File: src/rtl/rf_sync_pkg.sv
// Shared types and default framing constants for the fsm_sync readout path.
package rf_sync_pkg;

    // Deframer search/collect states
    typedef enum logic {
        HUNT    = 1'b0,
        COLLECT = 1'b1
    } deframer_state_t;

    // Default framing shared with fsm_sync
    localparam int         DEF_PRE_BITS   = 8;
    localparam logic [7:0] DEF_PREAMBLE   = 8'hA5;
    localparam int         DEF_FRAME_BITS = 8;

endpackage

File: src/rtl/sync_strobe_edge.sv
// Rising-edge detector for a slow sample strobe: one-cycle pulse per low-to-high transition.
module sync_strobe_edge (
    input  logic clk,
    input  logic rst,
    input  logic strobe,
    output logic pulse
);

    logic strobe_d;

    // Delay the strobe by one clock so a held-high strobe yields a single pulse
    always_ff @(posedge clk) begin
        if (rst) begin
            strobe_d <= 1'b0;
        end else begin
            strobe_d <= strobe;
        end
    end

    assign pulse = strobe & ~strobe_d;

endmodule

File: src/rtl/sync_frame_deframer.sv
// Preamble search over the strobed 'state' bit stream, payload collection,
// and a single-entry valid/ready output register with sticky overflow.
//
// Output handshake: frame_data is held stable while frame_valid is high; a
// word transfers in any cycle where frame_valid & frame_ready; frame_valid
// drops the following cycle unless a new word loads in that same cycle;
// frame_ready is ignored while frame_valid is low.
module sync_frame_deframer
    import rf_sync_pkg::*;
#(
    parameter int                    PRE_BITS   = DEF_PRE_BITS,
    parameter logic [PRE_BITS-1:0]   PREAMBLE   = DEF_PREAMBLE,
    parameter int                    FRAME_BITS = DEF_FRAME_BITS
) (
    input  logic                  clk,
    input  logic                  rst,
    input  logic                  state,
    input  logic                  sh_en,
    input  logic                  clr_err,
    output logic [FRAME_BITS-1:0] frame_data,
    output logic                  frame_valid,
    input  logic                  frame_ready,
    output logic                  locked,
    output logic                  overflow
);

    localparam int CNT_W = $clog2(FRAME_BITS + 1);
    localparam logic [CNT_W-1:0] LAST_CNT = CNT_W'(FRAME_BITS - 1);

    deframer_state_t       st, st_nxt;
    logic                  smp;
    // Only the newest PRE_BITS-1 bits are kept; the incoming bit completes the window
    logic [PRE_BITS-2:0]   sr;
    logic [PRE_BITS-1:0]   window;
    logic [FRAME_BITS-1:0] pay;
    logic [FRAME_BITS-1:0] word;
    logic [CNT_W-1:0]      cnt;
    logic                  pre_hit;
    logic                  frame_done;
    logic                  loadable;

    sync_strobe_edge u_strobe (
        .clk    (clk),
        .rst    (rst),
        .strobe (sh_en),
        .pulse  (smp)
    );

    assign window     = {sr, state};
    assign word       = FRAME_BITS'({pay, state});
    assign pre_hit    = (st == HUNT) && smp && (window == PREAMBLE);
    assign frame_done = (st == COLLECT) && smp && (cnt == LAST_CNT);
    assign loadable   = !frame_valid || frame_ready;
    assign locked     = (st == COLLECT);

    // FSM state register
    always_ff @(posedge clk) begin
        if (rst) begin
            st <= HUNT;
        end else begin
            st <= st_nxt;
        end
    end

    // FSM next state: lock on preamble, return to search when the frame completes
    always_comb begin
        st_nxt = st;
        case (st)
            HUNT:    if (pre_hit)    st_nxt = COLLECT;
            COLLECT: if (frame_done) st_nxt = HUNT;
            default: st_nxt = HUNT;
        endcase
    end

    // Preamble shift register; cleared at frame end so overlapping preambles are not reused
    always_ff @(posedge clk) begin
        if (rst) begin
            sr <= '0;
        end else if ((st == HUNT) && smp) begin
            sr <= window[PRE_BITS-2:0];
        end else if (frame_done) begin
            sr <= '0;
        end
    end

    // Payload shift register and bit counter; counter restarts on lock and on frame end
    always_ff @(posedge clk) begin
        if (rst) begin
            pay <= '0;
            cnt <= '0;
        end else if (pre_hit) begin
            cnt <= '0;
        end else if ((st == COLLECT) && smp) begin
            pay <= word;
            cnt <= frame_done ? '0 : cnt + 1'b1;
        end
    end

    // Output register: load a completed word when the slot is free or draining this cycle
    always_ff @(posedge clk) begin
        if (rst) begin
            frame_data  <= '0;
            frame_valid <= 1'b0;
        end else if (frame_done && loadable) begin
            frame_data  <= word;
            frame_valid <= 1'b1;
        end else if (frame_valid && frame_ready) begin
            frame_valid <= 1'b0;
        end
    end

    // Sticky overflow: a dropped word sets it, and the set wins over a same-cycle clear
    always_ff @(posedge clk) begin
        if (rst) begin
            overflow <= 1'b0;
        end else if (frame_done && !loadable) begin
            overflow <= 1'b1;
        end else if (clr_err) begin
            overflow <= 1'b0;
        end
    end

endmodule
File: config.mk
export PLATFORM = sky130hd
export DESIGN_NAME = sync_frame_deframer
export DESIGN_NICKNAME = d
export VERILOG_FILES = /design/src/rtl/rf_sync_pkg.sv /design/src/rtl/sync_strobe_edge.sv /design/src/rtl/sync_frame_deframer.sv
export SDC_FILE = /design/constraint.sdc
export NUM_CORES = 1
export LEC_CHECK = 0
export BUFFER_PORTS_ARGS = -buffer_cell sky130_fd_sc_hd__buf_2
export CAP_MARGIN = 20
export CORE_ASPECT_RATIO = 1.2
export CORE_MARGIN = 5
export CORE_UTILIZATION = 55
export CTS_BUF_LIST = sky130_fd_sc_hd__clkbuf_16
export CTS_CLUSTER_DIAMETER = 150
export DETAILED_ROUTE_END_ITERATION = 10
export GPL_TIMING_DRIVEN = 1
export PLACE_DENSITY = 0.83
export SYNTH_ARGS = -nofsm -noshare
export SYNTH_HDL_FRONTEND = slang
export SYNTH_SLANG_ARGS = --single-unit
File: constraint.sdc
create_clock -name clk -period 1.8 [get_ports clk]
set_input_delay 0.36 -clock clk [delete_from_list [all_inputs] [get_ports clk]]
set_output_delay 0.36 -clock clk [all_outputs]
set_load 0.1 [all_outputs]
Word-level counts from Yosys, hierarchy flattened. Cells that the tools add are included. Widths: inputs -> output; s select.

$lt $le $gt $ge: 0. Shifts and indexed selects: 0. Reduce and logical (&&, ||, !) cells: 15. Muxes and demuxes: 10. Bitwise logic cells: 4. $add $sub $neg: 1. $mul: 0. Div/mod/pow operators: 0. Equal/unequal tests: 2.

Operators by type and width (count): $mux 7 (2); $eq 8x8->1 const B (1); $logic_and 1x1->1 (7); $mux 1 (6); $reduce_bool 2->1 (3); $add 4x1->4 const B (1); $eq 4x3->1 const B (1); $mux 4 (1); $not 1->1 (3); $logic_not 1->1 (2); $pmux 1 s2 (1); $reduce_and 2->1 (1); $reduce_or 2->1 (1); $and 1x1->1 (1); $logic_or 1x1->1 (1).

Bits in latches: 0. Register bits: 30. Word-level logic and storage cells: 40. Memory bits (writable): 0. Output and inout port bits: 11. Memories kept: 0. Bits of input ports: 6. ROM bits: 0.

Logic depth before layout (Yosys ltp).
Word-level depth: 6. Gate-level depth with buffers: 5. Gate-level depth less buffers: 4.

Hierarchy. A second synthesis with hierarchy kept.

Cell total of the unflattened synthesis: 139. Area, all modules: 1249.9 um^2.

Modules (own cells, without submodules): sync_frame_deframer (instances 1, cells an instance 136, sequential area each 580.6 um^2, area an instance 1202.4 um^2); sync_strobe_edge (instances 1, cells an instance 3, sequential area each 20.0 um^2, area an instance 47.5 um^2).

Least setup slack after synthesis. No wires, ideal clock.

Path type: reg2reg. Start: register st (netlist: locked). End: register cnt[3]. Required time: 1730 ps. Setup slack: -49 ps. Cell stages (with the launch flop): 4. Library setup time: 70 ps. Path buffers: 0. Clock period less this slack: 1849 ps. Data arrival time: 1779 ps. Cell sequence: dfxtp_1 nand3b_4 or4_1 a21oi_1.

Cells in the longest elaborated chain, start to end: 4. Elaborated cells on any way between the ends: 7. Those cells by class: mux: 1; bitwise: 1; reduce/logical: 5.

RTL lines: start, declared (RTL line sync_frame_deframer.sv:30) `deframer_state_t st, st_nxt;`; start signal, assigned (RTL line sync_frame_deframer.sv:61) `st <= st_nxt;`; $not 1->1 (RTL line sync_frame_deframer.sv:51) `assign pre_hit = (st == HUNT) && smp && (window == PREAMBLE);`; $logic_and 1x1->1 (2 in a row) (RTL line sync_frame_deframer.sv:51); $reduce_or 2->1 (no line); end signal, assigned (RTL line sync_frame_deframer.sv:95) `cnt <= frame_done ? '0 : cnt + 1'b1;`; end, declared (RTL line sync_frame_deframer.sv:37) `logic [CNT_W-1:0] cnt;`.

Several ways; a longest one is shown, not always the timed one. A chain may end at the register's enable or synchronous reset.

Worst setup path after layout.
Start: register st (netlist: locked). End: output locked.

RTL lines: end, declared (RTL line sync_frame_deframer.sv:23) `output logic locked,`.

No word-level cell between the ends.

==> out/qor.csv <==
stage,metric,value,unit
status,status,"finished, final reports clean",
setup_path,Crit. End Element,output port,
power,Flop pwr share,0.412,
die,row cnt,19,
detailed_routing,vias per inst,5.212,
global_route,antenna violations before repair,0,
setup_path,sum of buffers and inverters on the critical path,1,
timing,Slew @ Worst Pin,0.4977,ns
timing,period utilisation layout,0.8151,
power,Pleak,0.0005707,uW
clocking,clk sinks,30,
timing,WHS,0.3646,ns
cells_and_area,design area,1531,um2
place,GP Congestion,0.7445,
run,Max-Cap Viols,0,
clocking,CTS tree,built,
power,Clock power frac,0.563,
place,Post-DP Area,1366,um2
yosys,synth unique cells,29,
yosys,largest family of logic cells by synthesized area,simple AND/OR/NAND/NOR gates,
clocking,PostCTS Resize Cnt,0,
place,port bufs,16,
power,Net Sw Frac,0.1831,
die,Initial Util,0.5622,
setup_path,kind of critical path,reg -> out,
die,# IOs,17,
timing,crit path time final,1.467,ns
setup_path,CP Cell Sequence,buf_2,
power,Peak VDD IR,0.8286,mV
setup_path,critical path depth,1,
setup_path,"Slowest-stage cell, CP",buf_2,
clocking,Post-CTS Setup Repair Bufs,0,
power,Logic pwr share,0.025,
timing,fmax,0.6816,GHz
cells_and_area,"most common cell after layout, fill and taps aside",dfxtp_1,
clocking,Clock transition at path regs,0.05,ns
cells_and_area,most frequent cells in the layout,"dfxtp_1 (29), nand2_1 (24), a21oi_1 (19)",
clocking,worst skew pair latency,0.27,ns
clocking,CTS root buffer,clkbuf_16,
die,die height,62.35,um
global_route,vias in the first global route,952,
detailed_routing,Post-DRT Antenna Nets,0,
cells_and_area,area added between synthesis and finish,21.91,%
power,post-layout power,1631,uW
cells_and_area,ant diodes,0,
die,Die W,53.63,um
yosys,synthesized area,1256,um2
detailed_routing,drt drc,0,
timing,Setup TNS Final,0,ns
yosys,sequential share of the synthesized area,0.4781,
global_route,pin count of the biggest net entering global routing,36,
yosys,XOR/XNOR share of the synthesized area,0,
timing,fin. max-slew vios,0,
cells_and_area,Layout Nets,164,
yosys,Syn. warnings,0,
yosys,post-synthesis mux area share,0.06375,
detailed_routing,initial drt markers,26,
cells_and_area,share of layout cells above drive strength 1,0.1962,
global_route,first-pass GRT wire length,4153,um
timing,Final Hold Fails,0,
detailed_routing,WL/cell,12.44,um
cells_and_area,"Core Util, Final",0.6853,
clocking,CTS HTree Levels,2,
clocking,Post-CTS Hold Fix Bufs,0,
die,die area,3344,um2
place,DP Wirelength,1618,um
yosys,"Avg Cell Area, Syn",9.037,um2
detailed_routing,via count,985,
timing,unrepaired setup endpoints after global routing,false,
timing,Final Setup Violations,0,
power,internal power,1332,uW
hold_path,hold depth,3,
timing,Worst slew margin,0.6682,
setup_path,worst r2r path cells,5,
yosys,Synth Area in Simple Gates,0.2590,
yosys,Synth Register Bits,30,
power,Switch Pwr,298.7,uW
yosys,Compound-Gate Fraction of Synth Area,0.1514,
die,CORE AREA,2235,um2
detailed_routing,First-pass DRT Iterations,4,
yosys,Post-Synth Adder-Cell Area,0.009960,
clocking,CTS buffer count,5,
cells_and_area,# fillers,195,
global_route,total global routing overflow,0,
setup_path,CP Launch Type,register,
setup_path,cell family with most CP delay,buffers and inverters,
global_route,Global Route Usage Sum,0.1766,
clocking,Max clock buf depth,2,
yosys,Cells after Synth,139,
setup_path,Worst EP required,1.44,ns
hold_path,Hold Path Class,in -> reg,
setup_path,crit path max fanout,6,
timing,clock skew,0.003465,ns
setup_path,CP max stage delay,0.45,ns
yosys,syn nets,146,
power,PwrDens,1065,nW/um2
detailed_routing,routed wire length,2351,um
setup_path,crit path DAT,1.11,ns
[worst paths after layout]
path,to,slack [ns],startpoint
max,locked,0.33,locked
max reg2reg,frame_data[3],0.36,cnt[0]
min,overflow,0.36,clr_err
min reg2reg,pay[6],0.46,pay[6]
[registers in the layout, indices dropped and copies added, names as in the netlist]
signal and cells:
cnt 4, frame_data 8, frame_valid 1, overflow 1
u_strobe.strobe_d 1, sr 7, locked 1, pay 7
[metrics by stage]
step / setup slack, ns / cells
detailed placement: 0.3490 / 181
global route: 0.2649 / 189
finish: 0.3328 / 189
floorplan: 0.1298 / 139
CTS: 0.3234 / 189
global placement: 0.4484 / 181
[cell type report]
type                       instances  area [um2]  share of cell area
multi-input combinational         98       608.1              0.3971
sequential                        30       601.8              0.3930
clock buffer                       5       125.1             0.08170
timing repair buffer              20       110.1             0.07190
clock inverter                     3       40.04             0.02614
tap                               31       38.79             0.02533
inverter                           2       7.507            0.004902
[power by group through the flow]
stage          clock network [uW]  logic (uW)  registers [uW]
2_1_floorplan                   0        27.7             684
3_3_place_gp                    0        39.8             685
3_5_place_dp                    0        40.9             685
4_1_cts                       941        41.0             672
5_1_grt                       990        44.8             671
6_report                      918        40.9             672
[synthesized netlist by cell type]
master | instances | area (um2)
a21oi_1 | 19 | 95.09
a41o_1 | 1 | 10.01
and3b_1 | 1 | 8.760
buf_1 | 1 | 3.750
buf_2 | 2 | 10.01
buf_4 | 1 | 7.510
clkbuf_1 | 5 | 18.77
dfxtp_1 | 30 | 600.6
ha_1 | 1 | 12.51
inv_1 | 2 | 7.510
mux2i_1 | 8 | 80.08
nand2_1 | 24 | 90.09
nand2b_1 | 17 | 106.4
nand3_1 | 1 | 5.000
nand3b_1 | 2 | 15.01
nand3b_4 | 1 | 20.02
nand4_1 | 1 | 6.260
nor2_1 | 2 | 7.510
nor2b_1 | 1 | 6.260
nor3b_1 | 2 | 15.01
nor3b_2 | 1 | 12.51
nor4bb_1 | 1 | 10.01
o211ai_1 | 7 | 52.55
o21a_1 | 1 | 7.510
o21ai_0 | 3 | 15.01
o32a_1 | 1 | 10.01
or3_1 | 1 | 6.260
or3b_1 | 1 | 8.760
or4_1 | 1 | 7.510
[cell families (layout without fill, tap and decap cells)]
family | Yosys count | count (layout)
adders and majority gates | 1 | 1
buffers and inverters | 11 | 30
AOI/OAI and AO/OA | 32 | 32
DFF | 30 | 30
muxes | 8 | 8
and+or+nand+nor | 57 | 57
[layer usage]
metal | track usage | routed length [um] | vias up
met4 | 0.1150 | 56 | 0
met1 | 0.2045 | 1030 | 444
met5 | 0 | 0 | -
li1 | - | - | 516
met3 | 0.09330 | 131 | 5
met2 | 0.2454 | 1133 | 20
(Power assumes the default switching activity.)
